File: src/rtl/capture_sequencer_if.sv
// Capture sequencer control/status bundle: arm/trigger controls and FIFO
// flags in, write strobe and capture status out.
interface capture_sequencer_if #(
  parameter int COUNT_WIDTH = 12
);
  logic                   arm;
  logic                   disarm;
  logic                   trigger;
  logic                   forceTrigger;
  logic                   autoRearm;
  logic [COUNT_WIDTH-1:0] recordLength;
  logic                   fifoFull;
  logic                   fifoEmpty;
  logic                   writeStrobe;
  logic [1:0]             state;
  logic [COUNT_WIDTH-1:0] samplesWritten;
  logic                   overflow;
  logic                   captureDone;
  logic [15:0]            triggerCount;

  modport slave (
    input  arm, disarm, trigger, forceTrigger, autoRearm, recordLength,
           fifoFull, fifoEmpty,
    output writeStrobe, state, samplesWritten, overflow, captureDone,
           triggerCount
  );

  modport master (
    output arm, disarm, trigger, forceTrigger, autoRearm, recordLength,
           fifoFull, fifoEmpty,
    input  writeStrobe, state, samplesWritten, overflow, captureDone,
           triggerCount
  );
endinterface

File: src/rtl/capture_sequencer.sv
// ADC capture sequencer: arm, wait for trigger, strobe the FIFO write port for
// exactly the latched record length, then hold off until the FIFO drains.
module capture_sequencer #(
  parameter int COUNT_WIDTH = 12,
  parameter int DRAIN_MIN   = 4
) (
  input  logic                  Clock,
  input  logic                  Reset,
  capture_sequencer_if.slave    bus
);

  localparam logic [1:0] S_IDLE   = 2'd0;
  localparam logic [1:0] S_ARMED  = 2'd1;
  localparam logic [1:0] S_RECORD = 2'd2;
  localparam logic [1:0] S_DRAIN  = 2'd3;

  localparam int DLAST = (DRAIN_MIN > 1) ? DRAIN_MIN - 1 : 0;
  localparam int DW    = (DLAST > 0) ? $clog2(DLAST + 1) : 1;

  logic [1:0]             state_q, state_d;
  logic                   strobe_q, strobe_d;
  logic [COUNT_WIDTH-1:0] cnt_q, cnt_d;
  logic [COUNT_WIDTH-1:0] len_q, len_d;
  logic                   ovf_q, ovf_d;
  logic                   done_q, done_d;
  logic [15:0]            tcnt_q, tcnt_d;
  logic [DW-1:0]          dcnt_q, dcnt_d;
  logic                   abort_q, abort_d;
  logic                   drain_ok;

  // FIFO empty flag is only trusted once its update latency has elapsed
  assign drain_ok = (dcnt_q == DW'(DLAST));

  always_comb begin
    state_d  = state_q;
    strobe_d = 1'b0;
    cnt_d    = cnt_q;
    len_d    = len_q;
    ovf_d    = ovf_q;
    done_d   = 1'b0;
    tcnt_d   = tcnt_q;
    dcnt_d   = dcnt_q;
    abort_d  = abort_q;
    case (state_q)
      S_IDLE: begin
        if (bus.arm && !bus.disarm) begin
          state_d = S_ARMED;
          len_d   = (bus.recordLength == '0) ? COUNT_WIDTH'(1) : bus.recordLength;
          cnt_d   = '0;
          ovf_d   = 1'b0;
        end
      end
      S_ARMED: begin
        if (bus.disarm) begin
          state_d = S_IDLE;
        end else if (bus.trigger || bus.forceTrigger) begin
          state_d  = S_RECORD;
          strobe_d = 1'b1;
          cnt_d    = cnt_q + 1'b1;
          if (tcnt_q != 16'hFFFF) tcnt_d = tcnt_q + 16'd1;
        end
      end
      S_RECORD: begin
        if (bus.fifoFull || bus.disarm || (cnt_q == len_q)) begin
          state_d = S_DRAIN;
          done_d  = 1'b1;
          dcnt_d  = '0;
          ovf_d   = ovf_q | bus.fifoFull;
          // an aborted capture must not re-arm after draining
          abort_d = !bus.fifoFull && bus.disarm;
        end else begin
          strobe_d = 1'b1;
          cnt_d    = cnt_q + 1'b1;
        end
      end
      default: begin
        if (bus.disarm) abort_d = 1'b1;
        if (!drain_ok) dcnt_d = dcnt_q + 1'b1;
        if (drain_ok && bus.fifoEmpty) begin
          if (bus.autoRearm && !abort_q && !bus.disarm) begin
            state_d = S_ARMED;
            cnt_d   = '0;
            ovf_d   = 1'b0;
          end else begin
            state_d = S_IDLE;
          end
        end
      end
    endcase
  end

  always_ff @(posedge Clock) begin
    if (Reset) begin
      state_q  <= S_IDLE;
      strobe_q <= 1'b0;
      cnt_q    <= '0;
      len_q    <= COUNT_WIDTH'(1);
      ovf_q    <= 1'b0;
      done_q   <= 1'b0;
      tcnt_q   <= '0;
      dcnt_q   <= '0;
      abort_q  <= 1'b0;
    end else begin
      state_q  <= state_d;
      strobe_q <= strobe_d;
      cnt_q    <= cnt_d;
      len_q    <= len_d;
      ovf_q    <= ovf_d;
      done_q   <= done_d;
      tcnt_q   <= tcnt_d;
      dcnt_q   <= dcnt_d;
      abort_q  <= abort_d;
    end
  end

  assign bus.writeStrobe    = strobe_q;
  assign bus.state          = state_q;
  assign bus.samplesWritten = cnt_q;
  assign bus.overflow       = ovf_q;
  assign bus.captureDone    = done_q;
  assign bus.triggerCount   = tcnt_q;

endmodule

File: src/flat_wrapper.sv
// flat-port wrapper written by rule: the top's interface ports become plain ports
module capture_sequencer_flat 
#(
  parameter int COUNT_WIDTH = 12,
  parameter int DRAIN_MIN   = 4
)
  (Clock, Reset, bus_arm, bus_disarm, bus_trigger, bus_forceTrigger, bus_autoRearm, bus_recordLength, bus_fifoFull, bus_fifoEmpty, bus_writeStrobe, bus_state, bus_samplesWritten, bus_overflow, bus_captureDone, bus_triggerCount);
  capture_sequencer_if #(.COUNT_WIDTH(COUNT_WIDTH)) bus_i ();
  input  logic Clock;
  input  logic Reset;
  input wire logic [$bits(bus_i.arm)-1:0] bus_arm;
  input wire logic [$bits(bus_i.disarm)-1:0] bus_disarm;
  input wire logic [$bits(bus_i.trigger)-1:0] bus_trigger;
  input wire logic [$bits(bus_i.forceTrigger)-1:0] bus_forceTrigger;
  input wire logic [$bits(bus_i.autoRearm)-1:0] bus_autoRearm;
  input wire logic [$bits(bus_i.recordLength)-1:0] bus_recordLength;
  input wire logic [$bits(bus_i.fifoFull)-1:0] bus_fifoFull;
  input wire logic [$bits(bus_i.fifoEmpty)-1:0] bus_fifoEmpty;
  output wire logic [$bits(bus_i.writeStrobe)-1:0] bus_writeStrobe;
  output wire logic [$bits(bus_i.state)-1:0] bus_state;
  output wire logic [$bits(bus_i.samplesWritten)-1:0] bus_samplesWritten;
  output wire logic [$bits(bus_i.overflow)-1:0] bus_overflow;
  output wire logic [$bits(bus_i.captureDone)-1:0] bus_captureDone;
  output wire logic [$bits(bus_i.triggerCount)-1:0] bus_triggerCount;
  assign bus_i.arm = bus_arm;
  assign bus_i.disarm = bus_disarm;
  assign bus_i.trigger = bus_trigger;
  assign bus_i.forceTrigger = bus_forceTrigger;
  assign bus_i.autoRearm = bus_autoRearm;
  assign bus_i.recordLength = bus_recordLength;
  assign bus_i.fifoFull = bus_fifoFull;
  assign bus_i.fifoEmpty = bus_fifoEmpty;
  assign bus_writeStrobe = bus_i.writeStrobe;
  assign bus_state = bus_i.state;
  assign bus_samplesWritten = bus_i.samplesWritten;
  assign bus_overflow = bus_i.overflow;
  assign bus_captureDone = bus_i.captureDone;
  assign bus_triggerCount = bus_i.triggerCount;
  capture_sequencer #(.COUNT_WIDTH(COUNT_WIDTH), .DRAIN_MIN(DRAIN_MIN)) u_core (.Clock(Clock), .Reset(Reset), .bus(bus_i));
endmodule
File: config.mk
export PLATFORM = sky130hd
export DESIGN_NAME = capture_sequencer_flat
export DESIGN_NICKNAME = d
export VERILOG_FILES = /design/src/rtl/capture_sequencer_if.sv /design/src/rtl/capture_sequencer.sv /design/src/flat_wrapper.sv
export SDC_FILE = /design/constraint.sdc
export NUM_CORES = 1
export LEC_CHECK = 0
export ABC_AREA = 1
export BUFFER_PORTS_ARGS = -buffer_cell sky130_fd_sc_hd__buf_2
export CELL_PAD_IN_SITES_DETAIL_PLACEMENT = 1
export CELL_PAD_IN_SITES_GLOBAL_PLACEMENT = 1
export CORE_MARGIN = 5
export CORE_UTILIZATION = 39
export DETAILED_ROUTE_END_ITERATION = 7
export GPL_TIMING_DRIVEN = 1
export HOLD_SLACK_MARGIN = 0.02
export PLACE_DENSITY_LB_ADDON = 0.1
export SLEW_MARGIN = 20
export SYNTH_ARGS = -nofsm -noshare
export SYNTH_HDL_FRONTEND = slang
export SYNTH_SLANG_ARGS = --single-unit
File: constraint.sdc
create_clock -name Clock -period 2.3 [get_ports Clock]
set_clock_uncertainty 0.15 [all_clocks]
set_input_delay 0.115 -clock Clock [delete_from_list [all_inputs] [get_ports Clock]]
set_output_delay 0.115 -clock Clock [all_outputs]
set_load 0.005 [all_outputs]
==> impl_metrics.ini <==
[final_layout]
syn2layout_area_growth_pct = 20.4
diodes = 0
final_common_cell = nand2_1
postLayoutCellArea_sq_um = 3380
fin_nets = 522
finalNonFillerCells = 594
drive_gt1_share_pct = 19.2
final_cell_mix = nand2_1 (110), nor2_1 (58), buf_2 (53), dfxtp_1 (48), inv_1 (41)
fin_util_pct = 47.4

[clock_network]
clockRootBuffer = clkbuf_8
clkTransAtPathRegs_ns = 0.09
cts.sinks = 48
htreeDepth = 2
cts_tree = built
cts_made_buffers = 5
cts_max_path_buffers = 2
insertion_delay_ns = 0.30
post_cts_resize_count = 0

[synthesis]
post_synth_main_area_contributors = dfxtp_1 (34%), nand2_1 (15%), nor2_1 (7.7%), nand3_1 (6.1%), a21oi_1 (5.9%)
yosysSeqAreaShare_pct = 34.2
async_flop_share_pct = 0
ys_warn_count = 0
netlist.area_leader.share_pct = 34.2
avgSynthCellArea_sq_um = 6.60
synth_xor_area_share_pct = 4.98
synth_mux_area_share_pct = 0
synth_simple_gate_area_share_pct = 36.4
synth_top_cell_by_area = dfxtp_1
synth-compound-area-share_pct = 11.8
synth-seq-cells = 48
synth_top_family_by_area = simple AND/OR/NAND/NOR gates
synth_cells = 426
ys_types = 32
synth_edf_count = 0
netlist_area_sq_um = 2810
synthAdderAreaFrac_pct = 3.12
synth_ff_type = dfxtp_1
syn-num-nets = 454

[worst_setup_path]
path_common_cell = nand2_1
crit_fanout = 11
endpoint_kind = register
critPathKind = register to register
r2r_setup_slack_ns = 0.18
crit_chain = inv_1, ha_1, nor2_2, nand2_1, o21ai_1, a21oi_4, nand2_2, nand2_1, a21oi_1
rr_startpoint = u_core.bus.state[0]
crit_arrival_ns = 2.19
reg2regPathDepth = 9
slowest_stage = dfxtp_1
critPathMaxStageDelay_ns = 0.43
critPathRequiredTime_ns = 2.38
r2r-end = u_core.bus.samplesWritten[9]
critPathLaunchType = register

[run]
cap_violations = 0

[min_path]
min-delay-start = bus_recordLength[9]
hold_end = u_core.len_q[9]
hold_depth = 3
hold_path_class = input pin to register

[status]
status = finished, final reports clean

[power]
power.density_nw_per_um2 = 765
ir_drop_uv = 433
p_leak_nw = 1.44

[route]
firstDrtPassIters = 4
ant_nets = 0
drc = 0
viasPerCell = 5.00
totalWireLength_um = 8350
first_iter_violations = 116
vias = 2970
wl_per_cell_um = 14.1

[sta]
worst_slew_pin_slew_ns = 0.599
final_max_slew_viol_count = 0
fin_crit_sh_pct = 92.1
tns_ns = 0
relSlewSlack_pct = 60.0
finalCriticalPeriod_ns = 2.12
holdWs_ns = 0.0337
setup_viol = 0
hold_viol = 0
fmax_mhz = 472
rsz0062_at_grt = no

[global_routing]
grt_usage_pct = 20.0
grt_pass1_wl_um = 14300
antenna_found_initial = 0
grt_start_max_net_pins = 32
grt_overflow = 0
grt_pass1_vias = 3121

[floorplan]
ios = 54
initial_core_util_pct = 39.4
num_rows = 31
core-area_sq_um = 7140
dieHeight_um = 94.9
die-area_sq_um = 9010
die_w_um = 94.9

[placed_design]
port_buffers = 53
dp_hpwl_um = 6270
place.gp.congestion = 0.800
placed_area_sq_um = 3160
place_inst = 572
## kinds of logic (layout without fill, tap and decap cells)
| logic type | Yosys count | after routing |
|---|---|---|
| DFF | 48 | 48 |
| buffers and inverters | 61 | 130 |
| AOI/OAI and AO/OA | 60 | 60 |
| and+or+nand+nor | 234 | 234 |
| adders and majority gates | 7 | 7 |
| xor gates and xnor gates | 16 | 16 |
## Yosys cell counts (2+ instances only)
library cell,n
nor4_1,3
xor2_1,9
ha_1,7
o21ai_1,3
nand4_1,4
or2_2,2
buf_6,4
a21oi_1,33
xnor2_1,7
nor3_1,7
buf_4,2
inv_2,8
nor2_1,58
inv_1,41
nand2_2,4
a211oi_1,6
nor2_2,4
o21ai_0,14
clkbuf_1,5
nand3_1,34
nand2_1,110
nor3_2,4
dfxtp_1,48
## state kept, by name (all words and copies together), names as in the netlist
register	count
u_core.len_q	12
u_core.bus.samplesWritten	12
u_core.bus.overflow	1
u_core.bus.writeStrobe	1
u_core.dcnt_q	2
u_core.bus.state	2
u_core.bus.captureDone	1
u_core.abort_q	1
u_core.bus.triggerCount	16
## repair_timing
action | in CTS | in global routing
hold endpoints to repair | 13 | 0
hold buffers | 12 | 0
buffers inserted | 0 | 2
setup endpoints to repair | 0 | 11
## worst max-delay path: cells and delay by family (launching register included)
kind / cells / cell delay, ns
DFF: 1 / 0.43
AOI/OAI and AO/OA: 3 / 0.49
buffers and inverters: 1 / 0.09
adders and majority gates: 1 / 0.31
and+or+nand+nor: 4 / 0.56
## layer usage
layer	vias to the layer above	track usage [%]	share of wire [%]
met1	1425	24.7	46
li1	1497	-	-
met2	36	35.4	50
met3	12	3.27	2.6
met5	-	0	0
met4	0	6.13	1.9
## cell type report
| type | instances | area (sq um) |
|---|---|---|
| multi-input combinational | 317 | 1580 |
| fill | 1023 | 3750 |
| tap | 99 | 124 |
| clock inverter | 3 | 18.8 |
| inverter | 49 | 184 |
| sequential | 48 | 961 |
| timing repair buffer | 73 | 445 |
| clock buffer | 5 | 68.8 |
## metrics by stage
step | worst slack (ns) | total power, mW
3_5_place_dp | 0.119 | 2.05
3_3_place_gp | 0.255 | 1.99
6_report | 0.183 | 2.59
2_1_floorplan | 0.449 | 1.81
5_1_grt | 0.00445 | 2.81
4_1_cts | 0.0789 | 2.58
## worst max path at each step
stage	from	end	slack, ns	cells past startpoint
floorplan	u_core.bus.state[0]	u_core.bus.samplesWritten[4]	0.45	9
global placement	u_core.bus.state[1]	u_core.bus.samplesWritten[8]	0.26	11
detailed placement	u_core.bus.state[1]	u_core.bus.samplesWritten[9]	0.12	11
CTS	u_core.bus.state[0]	u_core.bus.samplesWritten[9]	0.08	9
global route	u_core.bus.state[0]	u_core.bus.samplesWritten[9]	0.004	9
finish	u_core.bus.state[0]	u_core.bus.samplesWritten[9]	0.18	9
## power by group
| group | total, mW | internal (mW) | switching (mW) | leakage [nW] |
|---|---|---|---|---|
| logic | 1.04 | 0.368 | 0.676 | 1.01 |
| registers | 1.03 | 0.932 | 0.0987 | 0.390 |
| clock network | 0.514 | 0.213 | 0.302 | 0.0479 |
No activity file was read; power rests on OpenSTA's default activity.
